[src/rtl/mem_arb_pkg.sv]
// Shared state encoding, grant codes and defaults for the memory port arbiter.
package mem_arb_pkg;

  typedef enum logic [2:0] {
    IDLE    = 3'd0,
    ISSUE_I = 3'd1,
    WAIT_I  = 3'd2,
    ISSUE_D = 3'd3,
    WAIT_D  = 3'd4
  } arb_state_e;

  localparam logic GNT_I = 1'b0;
  localparam logic GNT_D = 1'b1;

  localparam int TIMEOUT_DEFAULT = 16;

endpackage

[src/rtl/mem_timeout_cnt.sv]
// Wait-cycle counter: cleared on issue, counts WAIT cycles, flags the last allowed one.
module mem_timeout_cnt
  import mem_arb_pkg::*;
#(
  parameter int TIMEOUT = TIMEOUT_DEFAULT
) (
  input  logic clk,
  input  logic rst,
  input  logic clr_i,
  input  logic en_i,
  output logic tc_o
);

  localparam int CW = $clog2(TIMEOUT + 1);

  logic [CW-1:0] cnt_q, cnt_d;

  // tc marks the TIMEOUT-th WAIT cycle, so the arbiter leaves after exactly TIMEOUT waits
  assign tc_o = (cnt_q == CW'(TIMEOUT - 1));

  always_comb begin
    cnt_d = cnt_q;
    if (clr_i) begin
      cnt_d = '0;
    end else if (en_i && !tc_o) begin
      cnt_d = cnt_q + 1'b1;
    end
  end

  always_ff @(posedge clk or posedge rst) begin
    if (rst) begin
      cnt_q <= '0;
    end else begin
      cnt_q <= cnt_d;
    end
  end

endmodule

[src/rtl/mem_port_arbiter.sv]
// Shares one multi-cycle memory port between instruction fetch and LW/SW.
// Define ARB_FAIR_EN to let fetch win a tie when the previous grant went to data.
module mem_port_arbiter
  import mem_arb_pkg::*;
#(
  parameter int ADDR_W  = 16,
  parameter int DATA_W  = 16,
  parameter int TIMEOUT = TIMEOUT_DEFAULT
) (
  input  logic              clk,
  input  logic              rst,
  input  logic              if_req,
  input  logic [ADDR_W-1:0] if_addr,
  output logic [DATA_W-1:0] if_rdata,
  output logic              if_done,
  input  logic              d_rd,
  input  logic              d_wr,
  input  logic [ADDR_W-1:0] d_addr,
  input  logic [DATA_W-1:0] d_wdata,
  output logic [DATA_W-1:0] d_rdata,
  output logic              d_done,
  output logic              mem_en,
  output logic              mem_wr,
  output logic [ADDR_W-1:0] mem_addr,
  output logic [DATA_W-1:0] mem_wdata,
  input  logic [DATA_W-1:0] mem_rdata,
  input  logic              mem_valid,
  output logic              busy,
  output logic              err
);

  arb_state_e        state_q, state_d;
  logic [ADDR_W-1:0] addr_q, addr_d;
  logic [DATA_W-1:0] wdata_q, wdata_d;
  logic [DATA_W-1:0] if_rdata_q, if_rdata_d;
  logic [DATA_W-1:0] d_rdata_q, d_rdata_d;
  logic              wr_q, wr_d;
  logic              if_done_q, if_done_d;
  logic              d_done_q, d_done_d;
  logic              err_q, err_d;
  logic              d_req, pick_d, in_issue, in_wait, cnt_tc;

`ifdef ARB_FAIR_EN
  logic last_gnt_q, last_gnt_d;
`endif

  assign d_req    = d_rd | d_wr;
  assign in_issue = (state_q == ISSUE_I) || (state_q == ISSUE_D);
  assign in_wait  = (state_q == WAIT_I) || (state_q == WAIT_D);

`ifdef ARB_FAIR_EN
  assign pick_d = d_req && !(if_req && (last_gnt_q == GNT_D));
`else
  assign pick_d = d_req;
`endif

  mem_timeout_cnt #(.TIMEOUT(TIMEOUT)) u_tmo (
    .clk  (clk),
    .rst  (rst),
    .clr_i(in_issue),
    .en_i (in_wait),
    .tc_o (cnt_tc)
  );

  always_comb begin
    state_d    = state_q;
    addr_d     = addr_q;
    wdata_d    = wdata_q;
    wr_d       = wr_q;
    if_rdata_d = if_rdata_q;
    d_rdata_d  = d_rdata_q;
    if_done_d  = 1'b0;
    d_done_d   = 1'b0;
    err_d      = err_q;
`ifdef ARB_FAIR_EN
    last_gnt_d = last_gnt_q;
`endif
    unique case (state_q)
      IDLE: begin
        if (pick_d || if_req) begin
          addr_d  = pick_d ? d_addr : if_addr;
          wdata_d = d_wdata;
          wr_d    = pick_d && d_wr;
          state_d = pick_d ? ISSUE_D : ISSUE_I;
`ifdef ARB_FAIR_EN
          last_gnt_d = pick_d ? GNT_D : GNT_I;
`endif
        end
      end
      ISSUE_I: state_d = WAIT_I;
      ISSUE_D: state_d = WAIT_D;
      WAIT_I: begin
        if (mem_valid) begin
          if_rdata_d = mem_rdata;
          if_done_d  = 1'b1;
          state_d    = IDLE;
        end else if (cnt_tc) begin
          err_d   = 1'b1;
          state_d = IDLE;
        end
      end
      WAIT_D: begin
        if (mem_valid) begin
          if (!wr_q) d_rdata_d = mem_rdata;
          d_done_d = 1'b1;
          state_d  = IDLE;
        end else if (cnt_tc) begin
          err_d   = 1'b1;
          state_d = IDLE;
        end
      end
      default: state_d = IDLE;
    endcase
    // a completion with nothing outstanding, or a read+write request, is a protocol error
    if (mem_valid && !in_wait) err_d = 1'b1;
    if (d_rd && d_wr)          err_d = 1'b1;
  end

  always_ff @(posedge clk or posedge rst) begin
    if (rst) begin
      state_q    <= IDLE;
      addr_q     <= '0;
      wdata_q    <= '0;
      wr_q       <= 1'b0;
      if_rdata_q <= '0;
      d_rdata_q  <= '0;
      if_done_q  <= 1'b0;
      d_done_q   <= 1'b0;
      err_q      <= 1'b0;
`ifdef ARB_FAIR_EN
      last_gnt_q <= GNT_I;
`endif
    end else begin
      state_q    <= state_d;
      addr_q     <= addr_d;
      wdata_q    <= wdata_d;
      wr_q       <= wr_d;
      if_rdata_q <= if_rdata_d;
      d_rdata_q  <= d_rdata_d;
      if_done_q  <= if_done_d;
      d_done_q   <= d_done_d;
      err_q      <= err_d;
`ifdef ARB_FAIR_EN
      last_gnt_q <= last_gnt_d;
`endif
    end
  end

  assign mem_en    = in_issue;
  assign mem_wr    = (state_q == ISSUE_D) && wr_q;
  assign mem_addr  = addr_q;
  assign mem_wdata = wdata_q;
  assign if_rdata  = if_rdata_q;
  assign d_rdata   = d_rdata_q;
  assign if_done   = if_done_q;
  assign d_done    = d_done_q;
  assign err       = err_q;
  assign busy      = (state_q != IDLE) | if_req | d_req;

endmodule
[config.mk]
export PLATFORM = sky130hd
export DESIGN_NAME = mem_port_arbiter
export DESIGN_NICKNAME = d
export VERILOG_FILES = /design/src/rtl/mem_arb_pkg.sv /design/src/rtl/mem_timeout_cnt.sv /design/src/rtl/mem_port_arbiter.sv
export SDC_FILE = /design/constraint.sdc
export NUM_CORES = 1
export LEC_CHECK = 0
export ABC_AREA = 1
export CAP_MARGIN = 10
export CORE_ASPECT_RATIO = 0.5
export CORE_MARGIN = 2
export CORE_UTILIZATION = 55
export DETAILED_ROUTE_END_ITERATION = 10
export DONT_BUFFER_PORTS = 1
export GPL_TIMING_DRIVEN = 0
export PLACE_DENSITY = 0.7
export SYNTH_ARGS = -nofsm -noshare
export SYNTH_HDL_FRONTEND = slang
export SYNTH_SLANG_ARGS = --single-unit
[constraint.sdc]
create_clock -name clk -period 3.18 [get_ports clk]
set_input_delay 0.795 -clock clk [delete_from_list [all_inputs] [get_ports clk]]
set_output_delay 0.795 -clock clk [all_outputs]
set_load 0.005 [all_outputs]
# Word level (Yosys, flattened, before mapping)
# Cells that the tools add are included.
[op_classes] n_eq_ne=8 n_bitwise=4 mux=16 n_reduce_logical=21 addsub=1
[ops] operator="16-bit two-way mux" n=1
[ops] operator="3-bit one-hot mux with 4 select lines" n=1
[ops] operator="5-bit two-way mux" n=2
[ops] operator="3-bit two-way mux" n=3
[ops] operator="3-bit nonzero test" n=3
[ops] operator="1-bit two-way mux" n=8
[ops] operator="3-bit by 2-bit == test with 1-bit output, second input constant" n=2
[ops] operator="3-bit by 1-bit inequality test with 1-bit output, second input constant" n=2
[ops] operator="2-bit AND reduction" n=3
[ops] operator="3-bit AND reduction" n=2
[ops] operator="5-bit by 1-bit adder with 5-bit output, second input constant" n=1
[ops] operator="5-bit by 4-bit == test with 1-bit output, second input constant" n=1
[ops] operator="1-bit logical AND" n=5
[ops] operator="3-bit by 1-bit == test with 1-bit output, second input constant" n=1
[ops] operator="3-bit == test, second input constant" n=1
[ops] operator="3-bit logical NOT" n=1
[ops] operator="1-bit logical OR" n=3
[ops] operator="1-bit OR" n=3
[ops] operator="1-bit logical NOT" n=2
[ops] operator="2-bit two-way mux" n=1
[ops] operator="2-bit inequality test, second input constant" n=1
[ops] operator="2-bit nonzero test" n=1
[ops] operator="2-bit OR reduction" n=1
[ops] operator="1-bit NOT" n=1
[word_totals] output_inout_bits=70 reg_bits=76 input_bits=70

# Depth between registers and ports, before layout
# Gate-level depths: netlist (run 1).
[depth] word_depth=6 ltp_mapped=9 depth_no_buf=9

# Cells and area by module
# From an unflattened synthesis (run 1), not the netlist that was laid out.
[hier_totals] cells_unflattened=383 hier_area_um2=3231.8
[by_module_without_submodules] mod="mem_port_arbiter" area_each_um2=2945.3 seq_area_each_um2=1776.7 instances=1 cells_each=346
[by_module_without_submodules] mod="mem_timeout_cnt" area_each_um2=286.5 seq_area_each_um2=125.1 instances=1 cells_each=37

# Worst setup path after synthesis (run 1)
# No wires, ideal clock.
[synth_path] kind="input to output" start="in d_wr" end="out busy" stages=4 n_path_buf=0 arrival_time_ns=1.214 path_slack_ns=1.171 path_cell_list="nor2_4 -> inv_2 -> nor2_1 -> nand2_1"
[synth_between] elab_chain_len=2
[synth_lines] item="start, declared" line_no="mem_port_arbiter.sv:17" rtl="input logic d_wr,"
[synth_lines] item="1-bit OR" line_no="mem_port_arbiter.sv:47" rtl="assign d_req = d_rd | d_wr;"
[synth_lines] item="1-bit OR" line_no="mem_port_arbiter.sv:158" rtl="assign busy = (state_q != IDLE) | if_req | d_req;"
[synth_lines] item="end, declared" line_no="mem_port_arbiter.sv:28" rtl="output logic busy,"
# Every way passes these cells.

# Worst setup path after layout (run 1)
# Ends and elaborated chain as after synthesis.

==> results.yml, run 1 <==
synthesis:
  synth-seq-cells: 76
  yosysTopAreaCell: "dfrtp_1"
  syn_nets: 452
  synthCells: 380
  synth.area.top_cells: "dfrtp_1 (60%), nand2_1 (23%), o21ai_0 (5.7%)"
  synth_most_common_cell: "nand2_1"
  async_reset_ff_frac: 1.00
  yosys-top-cells-count: "nand2_1 (198), dfrtp_1 (76), o21ai_0 (36)"
  synth_flop_cell: "dfrtp_1"
  synth_warnings: 0
  synth_xor_area_frac: 0.00275
  synthAdderAreaFrac: 0.00785
  synth_top_family_by_area: "simple AND/OR/NAND/NOR gates"
  ys_seq_area_frac: 0.597
  synthesis.area_sq_um: 3190
  ys_types: 18
  yosysTopAreaCellShare: 0.597
  synth-compound-area-share: 0.0679
  synth_edf_count: 0
  synthSimpleGateAreaFrac: 0.265
  synth_area_per_cell_sq_um: 8.39
  synth_mux_area_frac: 0
global_routing:
  grt_max_degree: 77
  gr-total-overflow: 0
  grt_pass1_vias: 2419
  antenna_found_initial: 0
  grt_pass1_wl_mm: 11.7
  grt.total_usage: 0.235
detailed_routing:
  vias: 2450
  dr.pass1.iters: 4
  viasPerCell: 5.24
  routed_wirelength_mm: 7.13
  ant_nets: 0
  wl_per_cell_um: 15.2
  drtIter0Drc: 147
  drc: 0
cts:
  cts_tree: "built"
  cts_resized: 0
  clock_path_buffers: 2
  hold_buffers: 0
  postCtsSetupBuffers: 0
  clockRootBuffer: "clkbuf_16"
  cts_max_level: 3
  cts_buffers: 9
  clk_pin_slew_ps: 50
  clkLatencyLatePin_ps: 320
  cts.sinks: 76
die:
  dieArea_sq_um: 6460
  pin_count: 140
  die_h_um: 57.8
  start_util: 0.575
  fp.dieW_um: 112
  core-area_sq_um: 5540
  fp-row-count: 19
timing:
  slew_headroom: 0.396
  fmax_mhz: 463
  rsz0062_at_grt: "false"
  hold_viol: 0
  finalSetupViolations: 0
  fin_crit_ps: 2160
  worst_slack_ps: 1020
  worst_pin_slew_ps: 906
  final_max_slew_viol_count: 0
  min_period_over_period: 0.679
  skew_ps: 3.84
critical_path:
  crit_start: "d_wr"
  cp_data_arrival_time_ps: 1360
  end_kind: "output port"
  startpoint_type: "input port"
  reg2reg_from: "u_tmo.cnt_q[0]"
  crit_type: "in -> out"
  worst-path-max-fanout: 10
  cp_num_buf_inv: 1
  cp_slowest_stage_delay_ps: 200
  crit_family: "simple AND/OR/NAND/NOR gates"
  critPathSlowestCell: "nor2_4"
  cp.required_ps: 2380
  worstPathCellList: "nor2_4 -> inv_2 -> nor2_1 -> nand2_1"
status:
  status: "complete, no violations"
placement:
  dp_hpwl_mm: 5.11
  dp.cells: 453
  io_buffers: 0
  place_ws_ps: 1010
  gp_routability_congestion: 0.795
layout:
  area_delta_synth_final_pct: 12.5
  drive_above_1_share: 0.0684
  fin_nets: 463
  n_antenna_cell: 0
  stdcell_count: 468
power:
  power.density_nw_per_um2: 1060
  cellLeakagePower_uw: 0.00194
  ir_worst_vdd_uv: 647
  totalPowerFinal_uw: 3820
run:
  cap_violations: 0
hold_path:
  hp-class: "reg -> reg"
  holdCritStartpoint: "mem_addr[13]"
[registers in the layout (all words and copies together), names as in the netlist, 3 cells and up]
register     flops
mem_addr        16
mem_wdata       16
state_q          3
d_rdata         16
u_tmo.cnt_q      5
if_rdata        16
[per-stage QoR]
stage / area (sq um) / hold slack (ps) / TNS (ps) / utilization
after detailed placement: 3280 / 493 / 0 / 0.592
after global routing: 3580 / 528 / 0 / 0.647
final: 3580 / 501 / 0 / 0.647
after global placement: 3280 / 492 / -17870 / 0.592
after CTS: 3580 / 508 / 0 / 0.647
after floorplan: 3190 / 472 / 0 / -
[final timing paths]
kind,endpoint,slack (ps),cells after the start
worst max-delay path,busy,1020,4
worst min-delay path,mem_addr[13],500,2
worst max register to register,u_tmo.cnt_q[3],1570,9
worst min register to register,mem_addr[13],500,2
max in group asynchronous,mem_wdata[15],2050,1
min in group asynchronous,mem_wdata[2],550,1
[logic make-up (layout without fill, tap and decap cells)]
logic type	Yosys count	count (layout)
flip-flops	76	76
XOR/XNOR	1	1
buffers and inverters	43	58
AO/OA/AOI/OAI	40	40
AND/OR/NAND/NOR	218	218
adder cells (fa/ha/maj)	2	2
[cell type report]
class,count,area [sq um]
Sequential cell,76,1900
Clock buffer,14,274
Clock inverter,1,30.0
Fill cell,474,1950
Buffer,14,82.6
Tap cell,73,91.3
Multi-Input combinational cell,261,1090
Inverter,29,111
[report_power, final]
group	internal, uW	total (uW)	switching [uW]
logic	360	998	638
clock network	668	1030	362
registers	1420	1790	369
total	2450	3820	1370
[layout by cell type, fill, tap and decap left out]
cell type | synthesis | layout
ha_1 | 2 | 2
inv_2 | 2 | 2
o21bai_1 | 1 | 1
a21oi_1 | 1 | 1
o211ai_1 | 1 | 1
buf_6 | 3 | 3
nand2_1 | 198 | 198
o21ai_4 | 1 | 1
nor2_1 | 8 | 8
o21ai_0 | 36 | 36
bufinv_16 | 0 | 1
nand3_1 | 8 | 8
buf_2 | 6 | 6
xor2_1 | 1 | 1
clkbuf_1 | 5 | 7
inv_4 | 0 | 1
dfrtp_1 | 76 | 76
clkbuf_8 | 0 | 3
inv_1 | 27 | 26
nand4_1 | 3 | 3
clkbuf_16 | 0 | 9
nor2_4 | 1 | 1
[worst register-to-register path: cells and delay by family (launching register included)]
family	cells	cell delay, ps
and+or+nand+nor	5	470
adders and majority gates	2	420
DFF	1	410
buffers and inverters	1	140
AOI/OAI and AO/OA	1	80
[layer usage]
layer / vias up / track usage / share of wire
met3: 7 / 0.0952 / 0.082
met2: 88 / 0.391 / 0.48
met4: 0 / 0.0705 / 0.0069
met1: 1159 / 0.289 / 0.43
met5: - / 0 / 0
li1: 1196 / - / -
No activity file was read; power rests on OpenSTA's default activity.
==> run 2, diff against run 1 <==
--- a/config.mk
+++ b/config.mk
@@ -13,7 +13,7 @@
 export DETAILED_ROUTE_END_ITERATION = 10
 export DONT_BUFFER_PORTS = 1
 export GPL_TIMING_DRIVEN = 0
-export PLACE_DENSITY = 0.7
+export PLACE_DENSITY = 0.73
 export SYNTH_ARGS = -nofsm -noshare
 export SYNTH_HDL_FRONTEND = slang
 export SYNTH_SLANG_ARGS = --single-unit
==> constraint.sdc (replaced) <==
create_clock -name clk -period 1.7 [get_ports clk]
set_input_delay 0.425 -clock clk [delete_from_list [all_inputs] [get_ports clk]]
set_output_delay 0.425 -clock clk [all_outputs]
set_load 0.005 [all_outputs]
==> run 2 against run 1 <==
Effect of this change: sequential power grew 88%; cell area grew 3.1%; total power grew 100%; register-to-register slack lost 1400 ps; via count grew 1.2%; utilization grew 2.0 points; setup slack lost 950 ps; final cell count grew 0.64%; sequential cell count is the same; clock skew grew 2.0 ps; global-route usage grew 1.5 points; critical path type is now reg -> out; largest power group unchanged.
==> results.yml, run 2 (synthesized netlist as in run 1, its figures left out) <==
global_routing:
  grt_pass1_vias: 2557
  antenna_found_initial: 0
  grt.total_usage: 0.250
  grt_max_degree: 44
  grt_pass1_wl_mm: 12.4
  gr-total-overflow: 0
layout:
  final_util: 0.667
  n_antenna_cell: 0
  fin_nets: 465
  layout_common_cells: "nand2_1 (195), dfrtp_1 (76), o21ai_0 (36), inv_1 (23), clkbuf_16 (9)"
  drive_above_1_share: 0.0980
  final_common_cell: "nand2_1"
  area_delta_synth_final_pct: 16.0
die:
  start_util: 0.575
  dieArea_sq_um: 6460
  pin_count: 140
  fp-row-count: 19
  core-area_sq_um: 5540
  die_h_um: 57.8
  fp.dieW_um: 112
critical_path:
  crit_type: "reg -> out"
  worstPathCellList: "inv_2 -> nand2_4 -> inv_4 -> nand2_2 -> nor2_2"
  cp_data_arrival_time_ps: 1210
  cp.required_ps: 1270
  critPathSlowestCell: "dfrtp_1"
  cp_slowest_stage_delay_ps: 420
  worst-path-max-fanout: 7
  startpoint_type: "flop"
  cp_num_buf_inv: 2
  crit_family: "flip-flops"
  end_kind: "output port"
detailed_routing:
  routed_wirelength_mm: 7.45
  dr.pass1.iters: 4
  wl_per_cell_um: 15.8
  drtIter0Drc: 111
  drc: 0
  ant_nets: 0
  viasPerCell: 5.27
  vias: 2480
timing:
  skew_ps: 5.83
  slew_headroom: 0.519
  min_period_over_period: 0.960
  fmax_mhz: 613
  worst_slack_ps: 68.8
  holdWs_ps: 79.8
  final_max_slew_viol_count: 0
  fin_setup_tns_ps: 0
  worst_pin_slew_ps: 720
  finalSetupViolations: 0
  hold_viol: 0
  fin_crit_ps: 1630
power:
  power.density_nw_per_um2: 2070
  totalPowerFinal_uw: 7640
  ir_worst_vdd_uv: 1150
  cellLeakagePower_uw: 0.00199
hold_path:
  hp-class: "in -> async"
cts:
  cts_tree: "built"
  clk_pin_slew_ps: 60
  clockRootBuffer: "clkbuf_16"
  clock_path_buffers: 2
  cts_max_level: 3
  hold_buffers: 0
  cts_buffers: 9
  cts.sinks: 76
  clkLatencyLatePin_ps: 330
placement:
  place_ws_ps: 143
  gp_routability_congestion: 0.791
  dp_hpwl_mm: 5.34
  io_buffers: 0
run:
  cap_violations: 0
status:
  status: "complete, no violations"
-- run 2: cell types whose count changed in the layout (fill, tap and decap cells not counted), sizes merged --
cell      before  now
bufinv         1    4
clkinvlp       0    1
clkbuf        19   17
inv           29   28
buf            9   11
-- run 2: metal layers --
layer | part of all wire | GRT usage | up-vias
met5 | 0 | 0 | -
met4 | 0.012 | 0.0794 | 0
met3 | 0.084 | 0.111 | 10
met2 | 0.50 | 0.422 | 94
met1 | 0.40 | 0.295 | 1174
li1 | - | - | 1202
-- run 2: timing repair --
| item | in CTS | in global routing |
|---|---|---|
| resized for setup | 2 | 10 |
| endpoints found under the setup margin | 1 | 8 |
| pin swaps | 0 | 1 |
| setup buffers | 0 | 1 |
-- run 2: per-stage QoR --
stage | instance area [sq um] | std cells
6_report | 3700 | 471
5_1_grt | 3700 | 471
4_1_cts | 3670 | 470
3_5_place_dp | 3300 | 454
3_3_place_gp | 3280 | 453
2_1_floorplan | 3190 | 380
-- run 2: final timing paths --
path | from | endpoint | slack, ps | cells after the start
worst max-delay path | state_q[2] | mem_wr | 70 | 5
worst min-delay path | rst | d_rdata[5] | 80 | 1
worst max register to register | u_tmo.cnt_q[0] | u_tmo.cnt_q[0] | 150 | 8
worst min register to register | mem_addr[11] | mem_addr[11] | 500 | 2
max in group asynchronous | rst | mem_wdata[9] | 980 | 2
min in group clk | d_wdata[2] | mem_wdata[2] | 210 | 2
-- run 2: final cells by class --
class	count	area [sq um]
Buffer	14	83.8
Clock buffer	12	246
Clock inverter	4	120
Fill cell	465	1840
Inverter	29	115
Multi-Input combinational cell	261	1110
Sequential cell	76	1900
Tap cell	73	91.3
Timing Repair Buffer	2	27.5
-- run 2: power by group --
part / internal [uW] / leakage [uW] / switching [uW] / total (uW)
clock network: 1620 / 0.000177 / 689 / 2310
registers: 2650 / 0.000956 / 714 / 3370
logic: 709 / 0.000853 / 1250 / 1960
total: 4980 / 0.00199 / 2660 / 7640
==> run 3, diff against run 2 <==
--- a/config.mk
+++ b/config.mk
@@ -17,3 +17,4 @@
 export SYNTH_ARGS = -nofsm -noshare
 export SYNTH_HDL_FRONTEND = slang
 export SYNTH_SLANG_ARGS = --single-unit
+export TNS_END_PERCENT = 50
==> results of run 3 <==
Same layout as run 2: the final DEF is identical, and so are final timing and power.
==> RTL edit 1: new RTL, flow settings as in run 1 <==
Encoding of `arb_state_e`: now one-hot (5 bits for 5 states).
--- a/src/rtl/mem_arb_pkg.sv
+++ b/src/rtl/mem_arb_pkg.sv
@@ -1,12 +1,12 @@
 // Shared state encoding, grant codes and defaults for the memory port arbiter.
 package mem_arb_pkg;
 
-  typedef enum logic [2:0] {
-    IDLE    = 3'd0,
-    ISSUE_I = 3'd1,
-    WAIT_I  = 3'd2,
-    ISSUE_D = 3'd3,
-    WAIT_D  = 3'd4
+  typedef enum logic [4:0] {
+    IDLE    = 5'b00001,
+    ISSUE_I = 5'b00010,
+    WAIT_I  = 5'b00100,
+    ISSUE_D = 5'b01000,
+    WAIT_D  = 5'b10000
   } arb_state_e;
 
   localparam logic GNT_I = 1'b0;
Function: no difference found for any inputs over 10 cycles, from zero or initial values and one cycle with rst high; not proved beyond that.
==> RTL edit 1 against run 1 <==
  * Clock skew grew 0.0032 ns
  * First-iteration DRC count is 9.5% lower
  * Via count rose by 7.1%
  * Final cell count grew 4.1%
  * Sequential cell count increased by 2
  * Count of clock-buffer cells in the layout shrank 3
  * Sequential share of layout area is 2.6 points lower
  * Die area rose by 6.8%
  * Wire length up 5.5%
  * Setup slack lost 0.13 ns
  * Power increased by 3.4%
  * Cell area rose by 7.9%
  * Area after synthesis up 7.2%
  * Critical endpoint is now mem_wr
==> RTL edit 1: results (changes against run 1) <==
----------------------------------------------------
[Status]
  Outcome ... complete, no violations

[CTS]
  Reg clk slew, reported paths ... 0.05 ns (about the same)
  Total number of H-tree levels ... 3 (unchanged)
  Clock latency reported for the late side of the worst-skew pair ... about 0.33 ns
  TritonCTS buffer count ... 9 (unchanged)
  Total setup buffers inserted after CTS ... 0 (unchanged)
  Count of cells resized by post-cts repair ... 0 (unchanged)
  Buffer cell driving the clock tree root ... clkbuf_16
  CTS Buffer Depth ... 2 (unchanged)

[Place]
  Final RePlAce weighted congestion ... 0.777 (-2.2%)
  IO buf count ... 0 (unchanged)
  Area after detailed placement ... 0.00353 mm^2 (+7.6%)
  Hpwl dp ... 5.50 mm (+7.6%)
  Pre-CTS setup slack ... 0.925 ns (-0.0817 ns)

[Timing]
  Final clock skew ... 0.00702 ns (+0.00318 ns)
  Slew at the pin with the worst max-slew slack ... 0.917 ns (+0.0106 ns)

[Setup path]
  Worst Path Arrival ... 1.49 ns (+0.13 ns)
  CP max-delay cell ... dfrtp_1
  Delay contributed by the slowest stage of the critical path ... 0.34 ns (+0.14 ns)
  Critical path fanouts, max ... 10 (unchanged)
  Delay-heaviest family, CP ... buffers and inverters

[Yosys]
  Share of synthesized area occupied by flip-flops and latches ... 0.572 (-0.0252)
  Post-synth cell types ... 28 (+10)
  Post-synthesis net count ... 456 (+0.88%)
  Top_reg_cell synth ... dfrtp_1
  Async S/R FF share, synth ... 1.00 (unchanged)
  Total number of yosys warnings ... 0 (unchanged)
  Most numerous cell types in the synthesized netlist ... nand2_1, dfrtp_1, nand3_1
  Gate count of the mapped netlist ... 384 (+1.1%)
  Leading cell types by total area after synthesis ... dfrtp_1, nand2_1, nand3_1, o31ai_1, o21ai_0

[Finish]
  Layout net count ... 467 (+0.86%)
  Proportion of layout cells with a drive suffix above 1 ... 0.118 (+0.0494)
  Final antenna diode count ... 0 (unchanged)
  Non-filler instance count after layout ... 487 (+4.1%)

[Global route]
  Antenna violations before repair ... 0 (unchanged)
  Vias in the first global route ... 2,640 (+9.1%)
  Global-route wire length before repair ... 12.1 mm (+3.2%)
  GRT Total Usage ... 0.234 (-0.000442)
  M1 GR Usage ... 0.273 (-0.0165)
  Largest net degree at the start of global routing ... 79 (+2.6%)
  Met2 demand-to-capacity share in global routing ... 0.395 (+0.00381)
  Global routing met3 resource utilization ... 0.112 (+0.0164)

[Routing]
  Number of detailed-routing iterations run before antenna repair ... 4 (unchanged)
  Top layer in use ... met4
  Total Routed Length ... 7.52 mm (+5.5%)
  Length of routed wiring on met1 ... 3.01 mm (-1.4%)
  DRT iter0 DRCs ... 133 (-9.5%)
  Wire length on met2 ... 3.54 mm (+3.0%)
  Number of vias per cell after detailed routing ... 5.39 (+2.9%)
  Wire length on met3 ... 866 um (+48%)

[Power and ir drop]
  IR Drop Worst-Case VDD ... 0.430 mV (-34%)
  Static leakage ... 1.95 nW (+0.34%)

[Hold path]
  Hold Crit Class ... reg -> reg

----------------------------------------------------
RTL edit 1: changes by cell type in the layout (fill, tap and decap cells not counted), sizes merged, moves of 2 or more:
cell / delta
nor3: +16
bufinv: +2
o21ai: -17
clkbuf: -2
nor2: +22
nand2: -46
buf: +4
o31ai: +16
nand3: +20
inv: -15
clkinv: +2
RTL edit 1: where the power goes:
group          internal (mW)  leakage, nW  total [mW]  switching [mW]
Sequential              1.44        0.992        1.79           0.357
Combinational          0.362        0.794        1.01           0.646
Clock                  0.782        0.166        1.15           0.365
RTL edit 1: area by class of cell:
| type | instances | area, um^2 |
|---|---|---|
| Fill cell | 478 | 2160 |
| Sequential cell | 78 | 1950 |
| Multi-Input combinational cell | 272 | 1280 |
| Clock buffer | 11 | 243 |
| Buffer | 19 | 125 |
| Tap cell | 88 | 110 |
| Clock inverter | 4 | 95.1 |
| Inverter | 15 | 58.8 |
RTL edit 1: cells by family (layout without fill, tap and decap cells):
logic type / after synthesis / count (layout) / synth area share
XOR/XNOR: 2 / 2 / 0.00513
AND/OR/NAND/NOR: 229 / 229 / 0.293
adder cells (fa/ha/maj): 2 / 2 / 0.00732
buffers and inverters: 34 / 49 / 0.0531
flip-flops: 78 / 78 / 0.572
AO/OA/AOI/OAI: 39 / 39 / 0.0703
RTL edit 1: path summary, 6_finish.rpt:
check                           slack (ns)       start             end  cells past startpoint
worst max-delay path                  0.89        wr_q          mem_wr                      3
worst min-delay path                  0.50  d_rdata[3]      d_rdata[3]                      2
worst max register to register        1.68  state_q[1]     if_rdata[2]                      5
worst min register to register        0.50  d_rdata[3]      d_rdata[3]                      2
max in group asynchronous             2.05         rst  u_tmo.cnt_q[4]                      1
min in group asynchronous             0.53         rst    mem_wdata[1]                      1
==> RTL edit 2: new RTL, settings of run 1 <==
Made on the original files. The parameter `ADDR_W` goes from 16 to 17.
--- a/src/rtl/mem_port_arbiter.sv
+++ b/src/rtl/mem_port_arbiter.sv
@@ -3,7 +3,7 @@
 module mem_port_arbiter
   import mem_arb_pkg::*;
 #(
-  parameter int ADDR_W  = 16,
+  parameter int ADDR_W  = 17,
   parameter int DATA_W  = 16,
   parameter int TIMEOUT = TIMEOUT_DEFAULT
 ) (
Ports: changed (resized d_addr, if_addr and mem_addr); port bits go from 140 to 143. No check against the original RTL was run, so the function may have changed too.
==> RTL edit 2 against run 1 <==
  * Register-to-register slack barely moved
  * Wire length rose by 2.1%
  * Hold slack improved by 0.0065 ns
  * Cell area rose by 2.1%
  * Clock power rose by 12%
  * Setup slack got worse by 0.10 ns
  * Power rose by 3.6%
  * Area after synthesis rose by 1.2%
  * Highest routed layer unchanged
  * Critical path type unchanged
  * Sequential share of layout area fell by 0.40 points
  * Sequential cell count rose by 1
  * Maximum frequency fell by 4.6%
==> RTL edit 2: results (changes against run 1) <==
----------------------------------------------------
[Status]
  Outcome ... complete, no violations

[Timing]
  Final period utilization ... 0.712 (+0.0327)
  Slew at the pin with the worst max-slew slack ... 0.932 ns (+0.0262 ns)
  Final clock skew ... 0.00494 ns (+0.00110 ns)
  Worst hold-check slack ... 0.507 ns (+0.00652 ns)

[Setup path]
  Critical path fanouts, max ... 10 (unchanged)
  Worst flop-to-flop path endpoint ... u_tmo.cnt_q[0]
  Delay contributed by the slowest stage of the critical path ... 0.20 ns (about the same)
  Register-to-register path setup slack ... 1.57 ns (about the same)
  Delay-heaviest family, CP ... simple AND/OR/NAND/NOR gates
  Worst Path Arrival ... 1.47 ns (+0.11 ns)
  Reg2Reg Launch Point ... u_tmo.cnt_q[0]
  Crit. Startpoint ... d_wr
  Count of cells along the worst register-to-register path ... 8 (-1)

[Hold path]
  Destination of the worst hold path ... mem_wdata[0]
  Number of stages on the worst hold path ... 2 (unchanged)
  Hold Crit Class ... reg -> reg
  Hold path start ... mem_wdata[0]

[Yosys]
  Syn Area/Cell ... 8.33 um^2 (-0.61%)
  Leading cell types by total area after synthesis ... dfrtp_1, nand2_1, o21ai_0, inv_1, nand3_1
  Total number of yosys warnings ... 0 (unchanged)
  Most numerous cell types in the synthesized netlist ... nand2_1, dfrtp_1, o21ai_0
  Share of synthesized area occupied by flip-flops and latches ... 0.597 (about the same)
  Post-synth cell types ... 18 (unchanged)

[Place]
  Number of placed instances, taps included ... 460 (+1.5%)
  Pre-CTS setup slack ... 0.907 ns (-0.0996 ns)
  Hpwl dp ... 5.22 mm (+2.2%)
  IO buf count ... 0 (unchanged)
  Area after detailed placement ... 0.00332 mm^2 (+1.2%)
  Final RePlAce weighted congestion ... 0.790 (-0.54%)

[CTS]
  Reg clk slew, reported paths ... approximately 0.06 ns
  Total setup buffers inserted after CTS ... 0 (unchanged)
  Clock latency reported for the late side of the worst-skew pair ... between 0.3 and 0.4 ns
  Total number of H-tree levels ... 3 (unchanged)
  Count of cells resized by post-cts repair ... 0 (unchanged)

[Global route]
  Vias in the first global route ... 2,545 (+5.2%)
  Largest net degree at the start of global routing ... 78 (+1.3%)
  Antenna violations before repair ... 0 (unchanged)
  Global routing met3 resource utilization ... 0.104 (+0.00837)
  M1 GR Usage ... 0.277 (-0.0122)
  Global-route wire length before repair ... 11.8 mm (+0.94%)
  GRT Total Usage ... 0.236 (+0.00170)
  Met2 demand-to-capacity share in global routing ... 0.404 (+0.0131)

[Routing]
  Routed length per instance ... 15.3 um (+0.39%)
  Number of vias per cell after detailed routing ... 5.30 (+1.2%)
  Number of detailed-routing iterations run before antenna repair ... 4 (unchanged)
  Total Routed Length ... 7.28 mm (+2.1%)
  DRT iter0 DRCs ... 152 (+3.4%)

[Power and ir drop]
  IR Drop Worst-Case VDD ... 0.608 mV (-6.1%)
  Static leakage ... 1.99 nW (+2.5%)

[Finish]
  Proportion of layout cells with a drive suffix above 1 ... 0.0744 (+0.00609)
  Layout net count ... 472 (+1.9%)
  Largest register FFs ... 17

----------------------------------------------------
## RTL edit 2: cell types whose count changed after synthesis
cell | before | now
dfrtp_1 | 76 | 77
nand2_1 | 198 | 203
nand3_1 | 8 | 10
buf_4 | 0 | 3
buf_2 | 6 | 7
buf_6 | 3 | 0
nor2_1 | 8 | 7
o21ai_0 | 36 | 35
## RTL edit 2: cell families (layout without fill, tap and decap cells)
logic type / after synthesis / in the layout / share of synthesized area
AND/OR/NAND/NOR: 224 / 224 / 0.269
flip-flops: 77 / 77 / 0.597
buffers and inverters: 44 / 60 / 0.0574
AO/OA/AOI/OAI: 39 / 39 / 0.0656
adder cells (fa/ha/maj): 2 / 2 / 0.00776
XOR/XNOR: 1 / 1 / 0.00272
## RTL edit 2: worst register-to-register path, stage by stage (launching register included)
cell     delay (ns)
dfrtp_1        0.42
ha_1           0.24
nand2_1        0.08
nor2_1         0.04
ha_1           0.18
inv_1          0.15
nand2_1        0.18
nand3_1        0.11
o21ai_0        0.08
## RTL edit 2: layout make-up
type / instances / area [um^2]
flip-flops and latches: 77 / 1930
fillers: 455 / 1900
multi-input cells: 266 / 1110
clock buffers: 10 / 229
clock inverters: 6 / 111
inverters: 29 / 111
well taps: 73 / 91.3
plain buffers: 15 / 76.3
## RTL edit 2: metal layers
layer / up-vias / part of all wire
met2: 105 / 0.50
met4: 0 / 0.0081
met1: 1196 / 0.40
met3: 9 / 0.095
li1: 1211 / -
met5: - / 0
## RTL edit 2: report_power, final
part	internal, mW	switching (mW)	total (mW)
registers	1.43	0.372	1.81
logic	0.344	0.653	0.997
clock network	0.766	0.384	1.15
total	2.54	1.41	3.95
